$ cat src/rtl/dsp_failover_pkg.sv
// Shared types and widths for the dual-DSP failover controller.
package dsp_failover_pkg;

    localparam int STATE_W = 3;
    localparam int TIMER_W = 16;

    typedef enum logic [STATE_W-1:0] {
        RUN_A    = 3'd0,
        GUARD_AB = 3'd1,
        RST_A    = 3'd2,
        WAIT_A   = 3'd3,
        RUN_B    = 3'd4,
        GUARD_BA = 3'd5,
        FAIL_ALL = 3'd6
    } state_e;

    function automatic logic is_guard(input state_e s);
        return (s == GUARD_AB) || (s == GUARD_BA);
    endfunction

endpackage

$ cat src/rtl/dsp_failover_ctrl_fault_debounce.sv
// Saturating high-time counter for one watchdog fault line; the fault is
// reported only once the line has been high for DEBOUNCE consecutive cycles.
module fault_debounce
    import dsp_failover_pkg::*;
#(
    parameter int DEBOUNCE = 30
) (
    input  logic clk_i,
    input  logic rst_i,
    input  logic fault_i,
    input  logic clr_i,
    output logic fault_o
);

    localparam logic [TIMER_W-1:0] LIMIT = TIMER_W'(DEBOUNCE);

    logic [TIMER_W-1:0] cnt_q, cnt_d;

    // clr_i wins over a still-high input so a freshly reset DSP starts from zero
    always_comb begin
        cnt_d = cnt_q;
        if (clr_i || !fault_i) begin
            cnt_d = '0;
        end else if (cnt_q != LIMIT) begin
            cnt_d = cnt_q + 1'b1;
        end
    end

    always_ff @(posedge clk_i) begin
        if (rst_i) begin
            cnt_q <= '0;
        end else begin
            cnt_q <= cnt_d;
        end
    end

    assign fault_o = (cnt_q == LIMIT);

endmodule

$ cat src/rtl/dsp_failover_ctrl.sv
// Dual-DSP failover controller: moves the shared bus from DSP A to DSP B on a debounced
// A fault, resets and re-arms A. Automatic failback to A is built only with FAILOVER_FAILBACK_EN.
module dsp_failover_ctrl
    import dsp_failover_pkg::*;
#(
    parameter int DEBOUNCE  = 30,
    parameter int GUARD     = 300,
    parameter int RST_PULSE = 3000,
    parameter int RECOVER   = 45000
) (
    input  logic               iClk,
    input  logic               iRst,
    input  logic               iFaultA,
    input  logic               iFaultB,
    output logic               oEnA,
    output logic               oEnB,
    output logic               oRstA_n,
    output logic               oWdRearmA,
    output logic               oFailAll,
    output logic [7:0]         oSwitchCnt,
    output logic [STATE_W-1:0] oState
);

    localparam logic [TIMER_W-1:0] GUARD_LAST   = TIMER_W'(GUARD - 1);
    localparam logic [TIMER_W-1:0] RST_LAST     = TIMER_W'(RST_PULSE - 1);
    localparam logic [TIMER_W-1:0] RECOVER_LAST = TIMER_W'(RECOVER - 1);

    state_e             state_q, state_d;
    logic [TIMER_W-1:0] timer_q, timer_d;
    logic [7:0]         sw_cnt_q, sw_cnt_d;
    logic               rearm_d, rearm_q;
    logic               sw_entry;

    logic [1:0]         fault_raw, fault_clr, fault_deb;
    logic               fault_a, fault_b;

    logic               en_a_d, en_b_d, rst_a_n_d, fail_all_d;
    logic               en_a_q, en_b_q, rst_a_n_q, fail_all_q, wd_rearm_q;
    logic [7:0]         sw_out_q;
    state_e             state_out_q;

    assign fault_raw = {iFaultB, iFaultA};
    assign fault_clr = {1'b0, rearm_d};

    generate
        for (genvar gi = 0; gi < 2; gi++) begin : g_deb
            fault_debounce #(
                .DEBOUNCE(DEBOUNCE)
            ) u_deb (
                .clk_i  (iClk),
                .rst_i  (iRst),
                .fault_i(fault_raw[gi]),
                .clr_i  (fault_clr[gi]),
                .fault_o(fault_deb[gi])
            );
        end
    endgenerate

    assign fault_a = fault_deb[0];
    assign fault_b = fault_deb[1];

    // Next-state logic; a B fault is checked before any timer expiry
    always_comb begin
        state_d = state_q;
        rearm_d = 1'b0;
        case (state_q)
            RUN_A: begin
                if (fault_a) state_d = GUARD_AB;
            end
            GUARD_AB: begin
                if (timer_q == GUARD_LAST) state_d = RST_A;
            end
            RST_A: begin
                if (fault_b) begin
                    state_d = FAIL_ALL;
                end else if (timer_q == RST_LAST) begin
                    state_d = WAIT_A;
                    rearm_d = 1'b1;
                end
            end
            WAIT_A: begin
                if (fault_b) begin
                    state_d = FAIL_ALL;
                end else if (timer_q == RECOVER_LAST) begin
`ifdef FAILOVER_FAILBACK_EN
                    state_d = fault_a ? RUN_B : GUARD_BA;
`else
                    state_d = RUN_B;
`endif
                end
            end
            RUN_B: begin
                if (fault_b) state_d = fault_a ? FAIL_ALL : GUARD_BA;
            end
            GUARD_BA: begin
                if (timer_q == GUARD_LAST) state_d = RUN_A;
            end
            FAIL_ALL: begin
                state_d = FAIL_ALL;
            end
            default: begin
                state_d = FAIL_ALL;
            end
        endcase
    end

    always_comb begin
        timer_d = timer_q;
        if (state_d != state_q) begin
            timer_d = '0;
        end else if (timer_q != {TIMER_W{1'b1}}) begin
            timer_d = timer_q + 1'b1;
        end
    end

    assign sw_entry = is_guard(state_q) && (state_d != state_q) &&
                      ((state_d == RST_A) || (state_d == RUN_A));

    always_comb begin
        sw_cnt_d = sw_cnt_q;
        if (sw_entry && (sw_cnt_q != 8'hFF)) begin
            sw_cnt_d = sw_cnt_q + 8'd1;
        end
    end

    // Per-state output decode; enables are mutually exclusive by construction
    always_comb begin
        en_a_d     = 1'b0;
        en_b_d     = 1'b0;
        rst_a_n_d  = 1'b1;
        fail_all_d = 1'b0;
        case (state_q)
            RUN_A:         en_a_d     = 1'b1;
            RST_A: begin
                en_b_d    = 1'b1;
                rst_a_n_d = 1'b0;
            end
            WAIT_A, RUN_B: en_b_d     = 1'b1;
            FAIL_ALL:      fail_all_d = 1'b1;
            default: ;
        endcase
    end

    always_ff @(posedge iClk) begin
        if (iRst) begin
            state_q  <= RUN_A;
            timer_q  <= '0;
            sw_cnt_q <= '0;
            rearm_q  <= 1'b0;
        end else begin
            state_q  <= state_d;
            timer_q  <= timer_d;
            sw_cnt_q <= sw_cnt_d;
            rearm_q  <= rearm_d;
        end
    end

    // Output stage lags the state register by one cycle; the re-arm pulse is
    // delayed once more so it lines up with oState first showing WAIT_A
    always_ff @(posedge iClk) begin
        if (iRst) begin
            en_a_q      <= 1'b1;
            en_b_q      <= 1'b0;
            rst_a_n_q   <= 1'b1;
            fail_all_q  <= 1'b0;
            wd_rearm_q  <= 1'b0;
            sw_out_q    <= '0;
            state_out_q <= RUN_A;
        end else begin
            en_a_q      <= en_a_d;
            en_b_q      <= en_b_d;
            rst_a_n_q   <= rst_a_n_d;
            fail_all_q  <= fail_all_d;
            wd_rearm_q  <= rearm_q;
            sw_out_q    <= sw_cnt_q;
            state_out_q <= state_q;
        end
    end

    assign oEnA       = en_a_q;
    assign oEnB       = en_b_q;
    assign oRstA_n    = rst_a_n_q;
    assign oWdRearmA  = wd_rearm_q;
    assign oFailAll   = fail_all_q;
    assign oSwitchCnt = sw_out_q;
    assign oState     = state_out_q;

endmodule

$ cat config.mk
export PLATFORM = sky130hd
export DESIGN_NAME = dsp_failover_ctrl
export DESIGN_NICKNAME = d
export VERILOG_FILES = /design/src/rtl/dsp_failover_pkg.sv /design/src/rtl/dsp_failover_ctrl_fault_debounce.sv /design/src/rtl/dsp_failover_ctrl.sv
export SDC_FILE = /design/constraint.sdc
export NUM_CORES = 1
export LEC_CHECK = 0
export BUFFER_PORTS_ARGS = -buffer_cell sky130_fd_sc_hd__buf_2
export CAP_MARGIN = 30
export CELL_PAD_IN_SITES_DETAIL_PLACEMENT = 0
export CELL_PAD_IN_SITES_GLOBAL_PLACEMENT = 1
export CORE_AREA = 3 3 67 117
export CTS_BUF_LIST = sky130_fd_sc_hd__clkbuf_16
export DETAILED_ROUTE_END_ITERATION = 16
export DIE_AREA = 0 0 70 120
export PLACE_DENSITY = 0.85
export REMOVE_ABC_BUFFERS = 1
export SLEW_MARGIN = 20
export SYNTH_ARGS = -nofsm -noshare
export SYNTH_HDL_FRONTEND = slang
export SYNTH_SLANG_ARGS = --single-unit
export TNS_END_PERCENT = 5
$ cat constraint.sdc
create_clock -name iClk -period 6.9 [get_ports iClk]
set_clock_uncertainty 0.1 [all_clocks]
set_input_delay 0.345 -clock iClk [delete_from_list [all_inputs] [get_ports iClk]]
set_output_delay 0.345 -clock iClk [all_outputs]
set_load 0.05 [all_outputs]
==> out/qor.yml <==
final_cell_area_mm2: 0.00385
numCtsBuffers: 9
status: "completed"
path_class: "register to register"
port_buffers: 19
antenna_found_initial: 0
finalCriticalPeriod_ns: 3.02
ir_worst_vdd_mv: 0.155
worstPathRequired_ns: 7.04
slew_viol_final: 0
muxShareOfSynthArea: 0.0145
wl_per_cell_um: 13.7
worst_pin_slew_ns: 0.729
cp_top_family: "simple AND/OR/NAND/NOR gates"
crit_path_max_incr_delay_ns: 0.53
via_per_inst: 5.45
synthAdderAreaFrac: 0.0253
ys_types: 54
synth-async-reset-ratio: 0
track_usage: 0.173
clock_latency_ns: 0.34
synth-xor-area-share: 0.114
vias: 2700
n_fill_cell: 655
drc_errors: 0
startpoint_type: "register"
antenna_violating_nets_post_route: 0
dieHeight_um: 120
grt.overflow.total: 0
place_hpwl_um: 4750
die_area_mm2: 0.00840
critPathBufInv: 0
r2r_cells: 7
crit_fanout: 16
multi_input_area_mm2: 0.00182
die_x_um: 70
fin_setup_tns_ns: 0
clk_path_buf_depth: 2
timing.hold.ws_ns: 0.342
post-route-period-util: 0.437
place_ws_ns: 3.86
nNetsFinal: 415
rows: 41
io_pins: 20
powerDensity_mw_per_mm2: 229
areaGrowthSynthToFinish_pct: 11.1
postCtsSetupRepairBufs: 0
firstDrtPassIters: 4
initial_utilization: 0.489
seqCellArea_mm2: 0.00152
min_path_cells: 1
p_leak_nw: 1.36
diodes: 0
root_buffer: "clkbuf_16"
dp_cells: 479
synth-compound-area-share: 0.0744
synthSimpleGateAreaFrac: 0.299
ys_ff_latch: 76
path_cells: "ha_1 > nor4b_1 > nand4_1 > nor3b_1 > o31a_2 > o211ai_2 > a221oi_1"
path_depth: 7
worst_path_max_delay_cell: "nand4_1"
synth_edf_count: 0
htree_levels: 3
hold_viol_final: 0
tritoncts: "built"
worstSetupEndpointType: "register"
hold_buffers: 0
seq_area_frac_synth: 0.439
setup_viol: 0
hold_class: "register to register"
finalNonFillerCells: 495
syn_area_mm2: 0.00346
grt_max_degree: 31
drt_iter0_drc: 150
critical_path_arrival_ns: 3.16
max_freq_mhz: 331
grt_pass1_vias: 2659
post_cts_resized: 0
dpl-instance-area_mm2: 0.00358
grt_pass1_wl_um: 11600
synthCells: 388
synth_top_family_by_area: "simple AND/OR/NAND/NOR gates"
cap_violations: 0
synth_ff_type: "dfxtp_1"
avgSynthCellArea_um2: 8.92
rsz0062_at_grt: "no"
place_congestion: 0.883
clk_pin_slew_ns: 0.06
fin_ws_ns: 3.88
drive_gt1_frac: 0.108
cts.sinks: 76
wl_um: 6790
relSlewSlack: 0.513
yosys_warnings: 0
coreArea_mm2: 0.00708
==> layout by cell type, fill, tap and decap left out, types with 2 or more instances in the layout <==
cell type and count:
xnor2_1 20, nor3b_1 5, inv_1 8, clkinv_2 3, and3_1 7, nor4_1 6
nor2_1 63, ha_1 7, nor4b_1 2, nand3_1 17, nor3_1 9, clkinv_4 2
nand4_1 19, o21ai_0 7, mux2i_1 5, nor4bb_1 3, a21oi_1 21, dfxtp_1 76
or3_1 2, a211oi_1 2, buf_2 19, and4_1 3, nand2_1 26, clkbuf_16 9
nor2b_1 14, nand2b_1 3, xor2_1 25
==> per-layer routing <==
layer	global-route usage	wire (um)	up-vias
met1	0.184	2830	1256
met3	0.0419	186	24
met4	0.126	268	0
met5	0	0	-
met2	0.292	3510	42
li1	-	-	1378
==> path summary, 6_finish.rpt <==
path                                start  slack, ns          end
setup / recovery  g_deb[1].u_deb.cnt_q[1]       3.88  timer_q[14]
hold / removal                    rearm_q       0.34    oWdRearmA
setup reg to reg  g_deb[1].u_deb.cnt_q[1]       3.88  timer_q[14]
hold reg to reg                   rearm_q       0.34    oWdRearmA
==> kinds of logic (layout without fill, tap and decap cells) <==
kind of cell	Yosys count	after routing
xor+xnor	45	45
simple gates	192	192
buf+inv	22	43
fa+ha+maj	7	7
flops	76	76
mux	5	5
compound gates	41	41
==> through the flow <==
step	power, W	utilization
6_report	0.000882	0.543
2_1_floorplan	0.000465	-
5_1_grt	0.000916	0.543
3_3_place_gp	0.000471	0.505
3_5_place_dp	0.000472	0.505
4_1_cts	0.000895	0.543
==> flip-flops by register name (all words and copies together), names as in the netlist <==
register           count
g_deb.u_deb.cnt_q     32
oEnA                   1
oEnB                   1
oFailAll               1
oRstA_n                1
oState                 3
oSwitchCnt             8
oWdRearmA              1
rearm_q                1
state_q                3
sw_cnt_q               8
timer_q               16
==> report_power, final <==
part           total [W]  switching (W)  internal, W
Sequential      0.000445     0.00000386     0.000442
Combinational  0.0000164      0.0000108   0.00000557
Clock           0.000420       0.000179     0.000241
==> worst reg2reg max path, stage by stage (launching register included) <==
cell	delay (ns)
dfxtp_1	0.40
ha_1	0.17
nor4b_1	0.40
nand4_1	0.53
nor3b_1	0.44
o31a_2	0.20
o211ai_2	0.32
a221oi_1	0.37
==> synth_stat cells, types with 2 or more instances <==
| cell type | instances | area share |
|---|---|---|
| dfxtp_1 | 76 | 0.44 |
| nor2_1 | 63 | 0.068 |
| nand2_1 | 26 | 0.028 |
| xor2_1 | 25 | 0.063 |
| a21oi_1 | 21 | 0.030 |
| xnor2_1 | 20 | 0.051 |
| nand4_1 | 19 | 0.034 |
| nand3_1 | 17 | 0.025 |
| nor2b_1 | 14 | 0.025 |
| nor3_1 | 9 | 0.013 |
| clkbuf_1 | 8 | 0.0087 |
| inv_1 | 8 | 0.0087 |
| and3_1 | 7 | 0.013 |
| ha_1 | 7 | 0.025 |
| o21ai_0 | 7 | 0.010 |
| nor4_1 | 6 | 0.011 |
| mux2i_1 | 5 | 0.014 |
| nor3b_1 | 5 | 0.011 |
| and4_1 | 3 | 0.0076 |
| nand2b_1 | 3 | 0.0054 |
| nor4bb_1 | 3 | 0.0087 |
| a211oi_1 | 2 | 0.0043 |
| nor4b_1 | 2 | 0.0051 |
| or3_1 | 2 | 0.0036 |
==> area by class of cell <==
cell class	count	share of cell area
Sequential cell	76	0.396
Timing Repair Buffer	19	0.0247
Inverter	8	0.00781
Multi-Input combinational cell	290	0.474
Tap cell	86	0.0280
Clock inverter	7	0.0114
Clock buffer	9	0.0586
(Power assumes the default switching activity.)
